$ cat config.mk
export PLATFORM = sky130hd
export DESIGN_NAME = multi_phase_signal_ctrl
export DESIGN_NICKNAME = d
export VERILOG_FILES = /design/src/rtl/sig_ctrl_pkg.sv /design/src/rtl/rr_phase_arbiter.sv /design/src/rtl/multi_phase_signal_ctrl.sv
export SDC_FILE = /design/constraint.sdc
export NUM_CORES = 1
export LEC_CHECK = 0
export CAP_MARGIN = 20
export CORE_UTILIZATION = 45
export DETAILED_ROUTE_END_ITERATION = 10
export PLACE_DENSITY = 0.68
export SLEW_MARGIN = 40
export SYNTH_ARGS = -nofsm -noshare
export SYNTH_HDL_FRONTEND = slang
export SYNTH_SLANG_ARGS = --single-unit
$ cat constraint.sdc
create_clock -name clk -period 2.9 [get_ports clk]
set_input_delay 0.87 -clock clk [delete_from_list [all_inputs] [get_ports clk]]
set_output_delay 0.87 -clock clk [all_outputs]
set_load 0.02 [all_outputs]
$ cat src/rtl/sig_ctrl_pkg.sv
// ----------------------------------------------------------------------------
// sig_ctrl_pkg
//   Shared types and constants for the multi-phase signal controller family.
//   - state_t   : controller state (GREEN, YELLOW, ALLRED, FLASH)
//   - L_*       : per-phase lamp encodings, {R,Y,G}
//   - ph_width  : width of a phase index, never less than 1 bit
// ----------------------------------------------------------------------------
package sig_ctrl_pkg;

    typedef enum logic [1:0] {
        GREEN  = 2'd0,
        YELLOW = 2'd1,
        ALLRED = 2'd2,
        FLASH  = 2'd3
    } state_t;

    localparam logic [2:0] L_RED = 3'b100;
    localparam logic [2:0] L_YEL = 3'b010;
    localparam logic [2:0] L_GRN = 3'b001;
    localparam logic [2:0] L_OFF = 3'b000;

    function automatic int ph_width(input int n);
        return (n > 2) ? $clog2(n) : 1;
    endfunction

endpackage

$ cat src/rtl/rr_phase_arbiter.sv
// ----------------------------------------------------------------------------
// rr_phase_arbiter
//   Purely combinational round-robin search. Starting at last+1 and wrapping,
//   returns the first phase whose request bit is set. The phase named by
//   'last' is considered only after every other phase.
// Ports
//   req    in   N      per-phase request bits
//   last   in   PH_W   phase most recently served
//   grant  out  PH_W   index of the selected phase (= last when nothing set)
//   valid  out  1      at least one request bit is set
// ----------------------------------------------------------------------------
module rr_phase_arbiter
    import sig_ctrl_pkg::*;
#(
    parameter int N    = 4,
    parameter int PH_W = ph_width(N)
) (
    input  logic [N-1:0]    req,
    input  logic [PH_W-1:0] last,
    output logic [PH_W-1:0] grant,
    output logic            valid
);

    // Walk from the farthest candidate back to the nearest so the last hit,
    // which is the one kept, is the closest phase after 'last'.
    always_comb begin
        // NOTE: defaults first so every path drives the outputs; no latch.
        grant = last;
        valid = 1'b0;
        for (int i = N; i >= 1; i--) begin
            if (req[PH_W'((int'(last) + i) % N)]) begin
                grant = PH_W'((int'(last) + i) % N);
                valid = 1'b1;
            end
        end
    end

endmodule

$ cat src/rtl/multi_phase_signal_ctrl.sv
// ----------------------------------------------------------------------------
// multi_phase_signal_ctrl
//   N-phase demand-actuated intersection controller. Each phase runs
//   green -> yellow -> all-red. Green honours a minimum, extends while the
//   active phase keeps calling, gaps out or maxes out against latched demand
//   from other phases, and rests when nobody else is waiting. A flash request
//   clears through yellow/all-red into flashing yellow on every phase.
// Ports
//   clk           in   1             clock
//   reset         in   1             asynchronous, active-high
//   demand        in   NUM_PHASES    per-phase vehicle detect (level or pulse)
//   flash_req     in   1             request flashing-yellow mode
//   lights        out  3*NUM_PHASES  phase p at [3p+2:3p] = {R,Y,G}
//   active_phase  out  PH_W          phase currently / last served
//   phase_start   out  1             pulse in the first green cycle of a phase
// ----------------------------------------------------------------------------
module multi_phase_signal_ctrl
    import sig_ctrl_pkg::*;
#(
    parameter int  NUM_PHASES = 4,
    parameter int  CNT_W      = 8,
    parameter int  GREEN_MIN  = 8,
    parameter int  GREEN_MAX  = 24,
    parameter int  YELLOW_T   = 3,
    parameter int  ALLRED_T   = 1,
    parameter int  FLASH_T    = 4,
    localparam int PH_W       = ph_width(NUM_PHASES)
) (
    input  logic                    clk,
    input  logic                    reset,
    input  logic [NUM_PHASES-1:0]   demand,
    input  logic                    flash_req,
    output logic [3*NUM_PHASES-1:0] lights,
    output logic [PH_W-1:0]         active_phase,
    output logic                    phase_start
);

    // Terminal timer values: a state of length D ends when the timer is D-1.
    localparam logic [CNT_W-1:0] T_GMIN = CNT_W'(GREEN_MIN - 1);
    localparam logic [CNT_W-1:0] T_GMAX = CNT_W'(GREEN_MAX - 1);
    localparam logic [CNT_W-1:0] T_YEL  = CNT_W'(YELLOW_T - 1);
    localparam logic [CNT_W-1:0] T_AR   = CNT_W'(ALLRED_T - 1);
    localparam logic [CNT_W-1:0] T_FL   = CNT_W'(FLASH_T - 1);

    state_t                  r_state;
    state_t                  w_state_nxt;
    logic [CNT_W-1:0]        r_timer;
    logic [CNT_W-1:0]        w_timer_nxt;
    logic [PH_W-1:0]         r_active;
    logic [PH_W-1:0]         r_next;
    logic [PH_W-1:0]         w_grant;
    logic [PH_W-1:0]         w_active_inc;
    logic [NUM_PHASES-1:0]   r_dlat;
    logic [NUM_PHASES-1:0]   w_dlat_nxt;
    logic [NUM_PHASES-1:0]   w_active_oh;
    logic [NUM_PHASES-1:0]   w_next_oh;
    logic                    r_flash_tog;
    logic                    r_phase_start;
    logic                    w_grant_valid;
    logic                    w_other;
    logic                    w_dem_active;
    logic                    w_green_exit;
    logic                    w_state_chg;
    logic                    w_enter_yellow;
    logic                    w_enter_green;
    logic                    w_leave_flash;
    logic                    w_flash_wrap;

    rr_phase_arbiter #(
        .N    (NUM_PHASES),
        .PH_W (PH_W)
    ) u_arb (
        .req   (r_dlat),
        .last  (r_active),
        .grant (w_grant),
        .valid (w_grant_valid)
    );

    assign w_active_oh  = NUM_PHASES'(1) << r_active;
    assign w_next_oh    = NUM_PHASES'(1) << r_next;
    assign w_other      = |(r_dlat & ~w_active_oh);
    assign w_dem_active = |(demand & w_active_oh);
    assign w_active_inc = (r_active == PH_W'(NUM_PHASES - 1)) ? '0 : r_active + 1'b1;

    // Flash pre-empts the minimum; otherwise green only yields to waiting
    // demand, by gap-out (no call on the active phase) or by max-out.
    assign w_green_exit = flash_req ||
                          (w_other && (((r_timer >= T_GMIN) && !w_dem_active) ||
                                       (r_timer == T_GMAX)));

    // ---------------- FSM: state register ----------------
    always_ff @(posedge clk or posedge reset) begin
        if (reset) r_state <= GREEN;
        else       r_state <= w_state_nxt;
    end

    // ---------------- FSM: next state ----------------
    always_comb begin
        w_state_nxt = r_state;
        case (r_state)
            GREEN:   if (w_green_exit)       w_state_nxt = YELLOW;
            YELLOW:  if (r_timer == T_YEL)   w_state_nxt = ALLRED;
            ALLRED:  if (r_timer == T_AR)    w_state_nxt = flash_req ? FLASH : GREEN;
            FLASH:   if (!flash_req)         w_state_nxt = ALLRED;
            default:                         w_state_nxt = GREEN;
        endcase
    end

    assign w_state_chg    = (w_state_nxt != r_state);
    assign w_enter_yellow = (r_state == GREEN)  && (w_state_nxt == YELLOW);
    assign w_enter_green  = (r_state == ALLRED) && (w_state_nxt == GREEN);
    assign w_leave_flash  = (r_state == FLASH)  && (w_state_nxt == ALLRED);
    assign w_flash_wrap   = (r_state == FLASH)  && (r_timer == T_FL) && !w_state_chg;

    // Timer: cleared on any state change; saturates in green, wraps per flash
    // half-period, and in yellow/all-red simply counts to its exit value.
    always_comb begin
        w_timer_nxt = r_timer + 1'b1;
        if (w_state_chg)
            w_timer_nxt = '0;
        else if ((r_state == GREEN) && (r_timer == T_GMAX))
            w_timer_nxt = r_timer;
        else if (w_flash_wrap)
            w_timer_nxt = '0;
    end

    // Demand latch: the active phase's own call during green is extension
    // only. The phase being granted green is cleared on that edge, and any
    // call arriving in that same cycle is dropped with it.
    always_comb begin
        w_dlat_nxt = r_dlat | (demand & ~((r_state == GREEN) ? w_active_oh : '0));
        if (w_enter_green)
            w_dlat_nxt = w_dlat_nxt & ~w_next_oh;
    end

    // ---------------- datapath registers ----------------
    always_ff @(posedge clk or posedge reset) begin
        if (reset) begin
            r_timer       <= '0;
            r_active      <= '0;
            r_next        <= '0;
            r_dlat        <= '0;
            r_flash_tog   <= 1'b0;
            r_phase_start <= 1'b0;
        end else begin
            // NOTE: non-blocking assignments so every register samples pre-edge values.
            r_timer       <= w_timer_nxt;
            r_dlat        <= w_dlat_nxt;
            r_phase_start <= w_enter_green;
            // Successor chosen at yellow entry; with no demand (flash exit) step on.
            if (w_enter_yellow)
                r_next <= w_grant_valid ? w_grant : w_active_inc;
            else if (w_leave_flash)
                r_next <= '0;
            if (w_enter_green)
                r_active <= r_next;
            if (w_state_chg)
                r_flash_tog <= 1'b0;
            else if (w_flash_wrap)
                r_flash_tog <= ~r_flash_tog;
        end
    end

    // ---------------- FSM: output decode ----------------
    always_comb begin
        lights = '0;
        for (int p = 0; p < NUM_PHASES; p++) begin
            case (r_state)
                GREEN:   lights[3*p +: 3] = (PH_W'(p) == r_active) ? L_GRN : L_RED;
                YELLOW:  lights[3*p +: 3] = (PH_W'(p) == r_active) ? L_YEL : L_RED;
                FLASH:   lights[3*p +: 3] = r_flash_tog ? L_OFF : L_YEL;
                default: lights[3*p +: 3] = L_RED;
            endcase
        end
    end

    assign active_phase = r_active;
    assign phase_start  = r_phase_start;

endmodule
# Yosys cells after proc, flatten, opt, wreduce, memory -nomap -nowiden
# Cells that the tools add are included.
op_classes:
  bitwise: 9
  n_eq_ne: 14
  shift: 2
  n_addsub: 6
  muxes: 50
  order_cmp: 5
  n_reduce_logical: 20
ops:
  columns: ["operator", "n"]
  rows:
  - ["$pmux 3 s3", 4]
  - ["$mux 2", 14]
  - ["$mux 3", 8]
  - ["$mux 8", 3]
  - ["$and 4x4->4", 4]
  - ["$eq 8x2->1 const B", 2]
  - ["$lt 2x4->1 const B", 4]
  - ["$mux 1", 14]
  - ["$not 4->4", 3]
  - ["$add 8x1->8 const B", 1]
  - ["$bmux 1 s2", 4]
  - ["$eq 2x2->1 const B", 4]
  - ["$eq 8x5->1 const B", 1]
  - ["$ge 8x3->1 const B", 1]
  - ["$logic_and 1x1->1", 8]
  - ["$logic_not 8->1", 1]
  - ["$mux 4", 2]
  - ["$pmux 2 s4", 1]
  - ["$reduce_or 4->1", 2]
  - ["$shl 1x2->4 const A", 2]
  - ["$add 2x1->2 const B", 3]
  - ["$logic_not 2->1", 3]
  - ["$add 2x2->2 const B", 2]
  - ["$eq 2x1->1 const B", 2]
  - ["other kinds (9)", 13]
totals:
  in_bits: 7
  out_inout_bits: 15
  word_cells: 113
  reg_bits: 20

# Depth between registers and ports, before layout
# Gate-level depths: netlist (run 1).
depth:
  word_depth: 16
  mapped_depth: 8
  depth_no_buf: 7

# Modules after synthesis
# Synthesis (run 1) repeated with hierarchy kept, for this count alone.
hier_totals:
  hier_cells: 168
  area_unflattened_um2: 1400.1
modules_own_cells:
  columns: ["module", "instances", "seq_area_each_um2", "cells_per_inst", "area_each_um2"]
  rows:
  - ["multi_phase_signal_ctrl", 1, 500.5, 154, 1317.5]
  - ["rr_phase_arbiter", 1, 0.0, 14, 82.6]

# Worst setup path after synthesis (run 1)
# Ideal clock, no wire load.
synth_timing:
  kind: "register -> output"
  startpoint: "reg r_state[1]"
  endpoint: "out lights[11]"
  setup_slack_ps: 502
  path_stages_with_launch: 4
  arrival_time_ps: 1528
  t_required_ps: 2030
  cell_sequence: "dfrtp_1 buf_1 clkbuf_1 mux2i_1"
synth_between:
  elab_chain_cells: 2
synth_lines:
  columns: ["element", "line_no", "rtl"]
  rows:
  - ["start: declaration", "multi_phase_signal_ctrl.sv:45", "state_t r_state;"]
  - ["start signal: assignment", "multi_phase_signal_ctrl.sv:94", "else r_state <= w_state_nxt;"]
  - ["$eq 2x2->1 (tied with other cells)", "multi_phase_signal_ctrl.sv:168", "case (r_state)"]
  - ["$pmux 3 s3 *", "multi_phase_signal_ctrl.sv:168", null]
  - ["end: declaration", "multi_phase_signal_ctrl.sv:33", "output logic [3*NUM_PHASES-1:0] lights,"]
# Every way passes the cells marked *; elsewhere a longest branch is shown, timed or not.

# Worst setup path after layout (run 1)
layout_timing:
  startpoint: "reg r_active[1] (netlist: active_phase[1])"
  endpoint: "out lights[4]"
layout_between:
  elab_chain_cells: 3
layout_lines:
  columns: ["element", "line_no", "rtl"]
  rows:
  - ["start: declaration", "multi_phase_signal_ctrl.sv:49", "logic [PH_W-1:0] r_active;"]
  - ["start signal: assignment", "multi_phase_signal_ctrl.sv:156", "r_active <= r_next;"]
  - ["$eq 1x2->1", "multi_phase_signal_ctrl.sv:170", "YELLOW: lights[3*p +: 3] = (PH_W'(p) == r_active) ? L_YEL : L_RED;"]
  - ["$mux 3", "multi_phase_signal_ctrl.sv:170", null]
  - ["$pmux 3 s3", "multi_phase_signal_ctrl.sv:168", null]
# Every way passes these cells.

==> results of run 1 <==
==> what timing repair did <==
action	CTS	global route
pin swaps	0	0
resized for setup	1	3
cloned	0	0
setup endpoints to repair	4	10
==> kinds of logic (layout without fill, tap and decap cells) <==
logic type | Yosys count | in the layout | synth area share
AOI/OAI and AO/OA | 58 | 58 | 0.288
xor gates and xnor gates | 6 | 6 | 0.0343
adders and majority gates | 7 | 7 | 0.0572
buffers and inverters | 24 | 49 | 0.0588
DFF | 20 | 20 | 0.327
muxes | 6 | 6 | 0.0400
and+or+nand+nor | 58 | 58 | 0.195
==> power groups by stage <==
stage	Sequential (mW)	Clock (mW)	Combinational, mW
global route	0.460	0.179	1.23
detailed placement	0.451	0	1.10
CTS	0.445	0.164	1.11
global placement	0.447	0	1.07
finish	0.449	0.160	1.12
floorplan	0.408	0	0.748
==> path summary, 6_finish.rpt <==
check / from / end / cells after the start
worst max-delay path: active_phase[1] / lights[4] / 4
worst min-delay path: r_next[0] / r_dlat[3] / 1
worst max register to register: r_timer[3] / r_next[1] / 5
worst min register to register: r_next[0] / r_dlat[3] / 1
max in group asynchronous: reset / active_phase[1] / 2
min in group asynchronous: reset / r_timer[0] / 2
==> worst register-to-register path, stage by stage, from the launching register on <==
cell and delay, ps:
dfrtp_1 460, or4_4 610, o311a_4 430, a2111oi_4 360
a21oi_1 120, a311oi_1 270
==> state kept, by name (all words and copies together), names as in the netlist <==
| name | count |
|---|---|
| r_timer | 8 |
| r_dlat | 4 |
| active_phase | 2 |
| r_next | 2 |
| r_state | 2 |
| phase_start | 1 |
| r_flash_tog | 1 |
==> final cells by class <==
| type | instances | share of cell area |
|---|---|---|
| timing repair buffer | 29 | 0.146 |
| multi-input combinational | 135 | 0.504 |
| inverter | 16 | 0.0322 |
| sequential | 20 | 0.269 |
| clock buffer | 4 | 0.0194 |
| tap | 44 | 0.0295 |
==> layer usage <==
layer,part of all wire,vias up
met2,0.46,62
met5,0,-
met3,0.062,10
met1,0.45,713
li1,-,695
met4,0.020,0
==> layout by cell type, fill, tap and decap left out, types with 2 or more instances in the layout <==
| cell type | synthesis | final |
|---|---|---|
| a31oi_1 | 3 | 3 |
| nor2_1 | 13 | 13 |
| a211oi_2 | 2 | 2 |
| o21a_1 | 4 | 4 |
| buf_4 | 0 | 8 |
| nand2_1 | 15 | 15 |
| clkbuf_4 | 0 | 3 |
| o21ai_0 | 4 | 4 |
| a21oi_1 | 18 | 18 |
| and3_1 | 3 | 3 |
| dfrtp_2 | 0 | 2 |
| xnor2_1 | 2 | 2 |
| inv_1 | 16 | 15 |
| and4_1 | 2 | 2 |
| ha_1 | 7 | 7 |
| nor2b_1 | 2 | 2 |
| clkdlybuf4s50_1 | 0 | 20 |
| nand3_1 | 3 | 3 |
| xor2_1 | 4 | 4 |
| nor3_1 | 6 | 6 |
| a221oi_1 | 3 | 3 |
| dfrtp_1 | 20 | 18 |
| o22ai_1 | 2 | 2 |
| nand2b_1 | 4 | 4 |
| a22oi_1 | 5 | 5 |
| mux2i_1 | 5 | 5 |
==> metrics by stage <==
stage	instance area (sq um)	worst slack, ps	power [mW]
2_1_floorplan	1530	502	1.16
3_3_place_gp	1830	241	1.52
3_5_place_dp	1830	191	1.56
4_1_cts	1860	10.2	1.72
5_1_grt	1870	-22.6	1.87
6_report	1870	107	1.73
==> flow_metrics.py, run 1 <==
metrics = {
    "critical_path": {
        "worst_path_max_delay_cell": "clkdlybuf4s50_1",
        "worst_setup_path_start_kind": "flip-flop",
        "r2r_setup_slack_ps": 540,
        "worstPathArrival_ps": 1920,
        "path_max_fanout": 6,
        "worstSetupPathType": "flip-flop to output pin",
        "required_ps": 2030,
        "crit_family": "buffers and inverters",
        "path_cells": "inv_1, ha_1, o21a_1, clkdlybuf4s50_1",
        "slowest_delay_ps": 590,
        "endpoint_kind": "output pin",
        "cp_num_buf_inv": 2,
    },
    "sta": {
        "setup_viol": 0,
        "tns_ps": 0,
        "rsz0062_at_grt": "true",
        "finalCriticalPeriod_ps": 2790,
        "fin_crit_sh": 0.963,
        "slew_viol_final": 0,
        "clock.fmax_mhz": 358,
        "hold_viol_final": 0,
        "tightest_slew_ps": 706,
        "skew_ps": 9.57,
        "holdWs_ps": 574,
        "slew_headroom": 0.527,
    },
    "final_layout": {
        "finalNonFillerCells": 248,
        "ff_latch_area_sq_um": 503,
        "syn_to_final_growth_pct": 22.0,
        "multi_input_area_sq_um": 941,
        "drive_gt1_frac": 0.118,
        "antenna_cells": 0,
        "fin_util": 0.597,
        "final_nets": 219,
        "nFillCells": 279,
    },
    "synthesis": {
        "ys_top_cells_by_area": "dfrtp_1 33%, a21oi_1 5.9%, ha_1 5.7%",
        "synth_area_leader_cell": "dfrtp_1",
        "avgSynthCellArea_sq_um": 8.56,
        "syn_inst": 179,
        "synth_area_sq_um": 1530,
        "yosysMostFrequentCell": "dfrtp_1",
        "ys_types": 51,
        "synth_commonest_cells": "20 x dfrtp_1, 18 x a21oi_1, 16 x inv_1, 15 x nand2_1, 13 x nor2_1",
        "async_flop_share": 1.00,
        "synth_edf_count": 0,
        "ys.flop_type": "dfrtp_1",
        "synth_top_area_share": 0.327,
        "yosys_register_bits": 20,
        "yosysSeqAreaShare": 0.327,
        "yosys_warnings": 0,
        "syn_nets": 193,
    },
    "grt": {
        "met3_usage": 0.0362,
        "grt_pass1_vias": 1402,
        "grt_max_degree": 21,
        "use_met2": 0.381,
        "grt_overflow": 0,
        "grt_util_met1": 0.330,
        "antenna_found_initial": 0,
        "busiest_layer": "met2",
        "grt_usage": 0.239,
        "grt_pass1_wl_mm": 6.47,
    },
    "status": {
        "status": "completed",
    },
    "detailed_routing": {
        "drt_first_iter_violations": 79,
        "routed_wl_mm": 3.92,
        "vias_per_cell": 5.97,
        "wl_per_cell_um": 15.8,
        "drt_pre_antenna_iters": 4,
        "vias": 1480,
        "antenna_left": 0,
        "drc_errors": 0,
    },
    "clock_network": {
        "h-tree-depth": 1,
        "tritoncts": "built",
        "clock_latency_ps": 300,
        "clock_path_buffers": 2,
        "numCtsBuffers": 3,
        "cts.sinks": 20,
        "holdBufCountCts": 0,
        "cts_setup_buffers": 0,
        "clk_pin_slew_worst_paths_ps": 110,
        "root_buffer": "clkbuf_4",
    },
    "floorplan": {
        "die_h_um": 60.3,
        "ios": 22,
        "rows": 20,
        "core_area_sq_um": 3130,
        "die_w_um": 60.3,
        "die-area_sq_um": 3640,
        "initial_core_util": 0.490,
    },
    "placed_design": {
        "portBuffers": 21,
        "place.gp.congestion": 0.847,
        "place_hpwl_mm": 3.09,
        "dp_cells": 244,
    },
    "power_and_ir_drop": {
        "p_leak_nw": 0.842,
        "internal-power_mw": 0.921,
        "p_sw_mw": 0.805,
        "irDropWorstVdd_mv": 0.365,
        "p_seq_frac": 0.260,
        "p_clk_frac": 0.093,
        "swShare": 0.466,
        "pwr-share-comb": 0.647,
        "p_per_area_nw_per_um2": 924,
    },
    "worst_hold_path": {
        "hold_class": "flip-flop to flip-flop",
    },
    "run": {
        "drv_cap": 0,
    },
}
Note: power is estimated with default switching activity, not from simulation.
==> inputs of run 2 (changes only) <==
Settings changed: CAP_MARGIN 20 to not set, CTS_BUF_LIST set to sky130_fd_sc_hd__clkbuf_4 sky130_fd_sc_hd__clkbuf_8.
==> results of run 2 <==
Same layout as run 1: the final DEF is identical, and so are final timing and power.
==> inputs of run 3 (changes only) <==
Settings changed: CTS_CLUSTER_SIZE set to 16.
==> results of run 3 <==
Same layout as run 1: the final DEF is identical, and so are final timing and power.
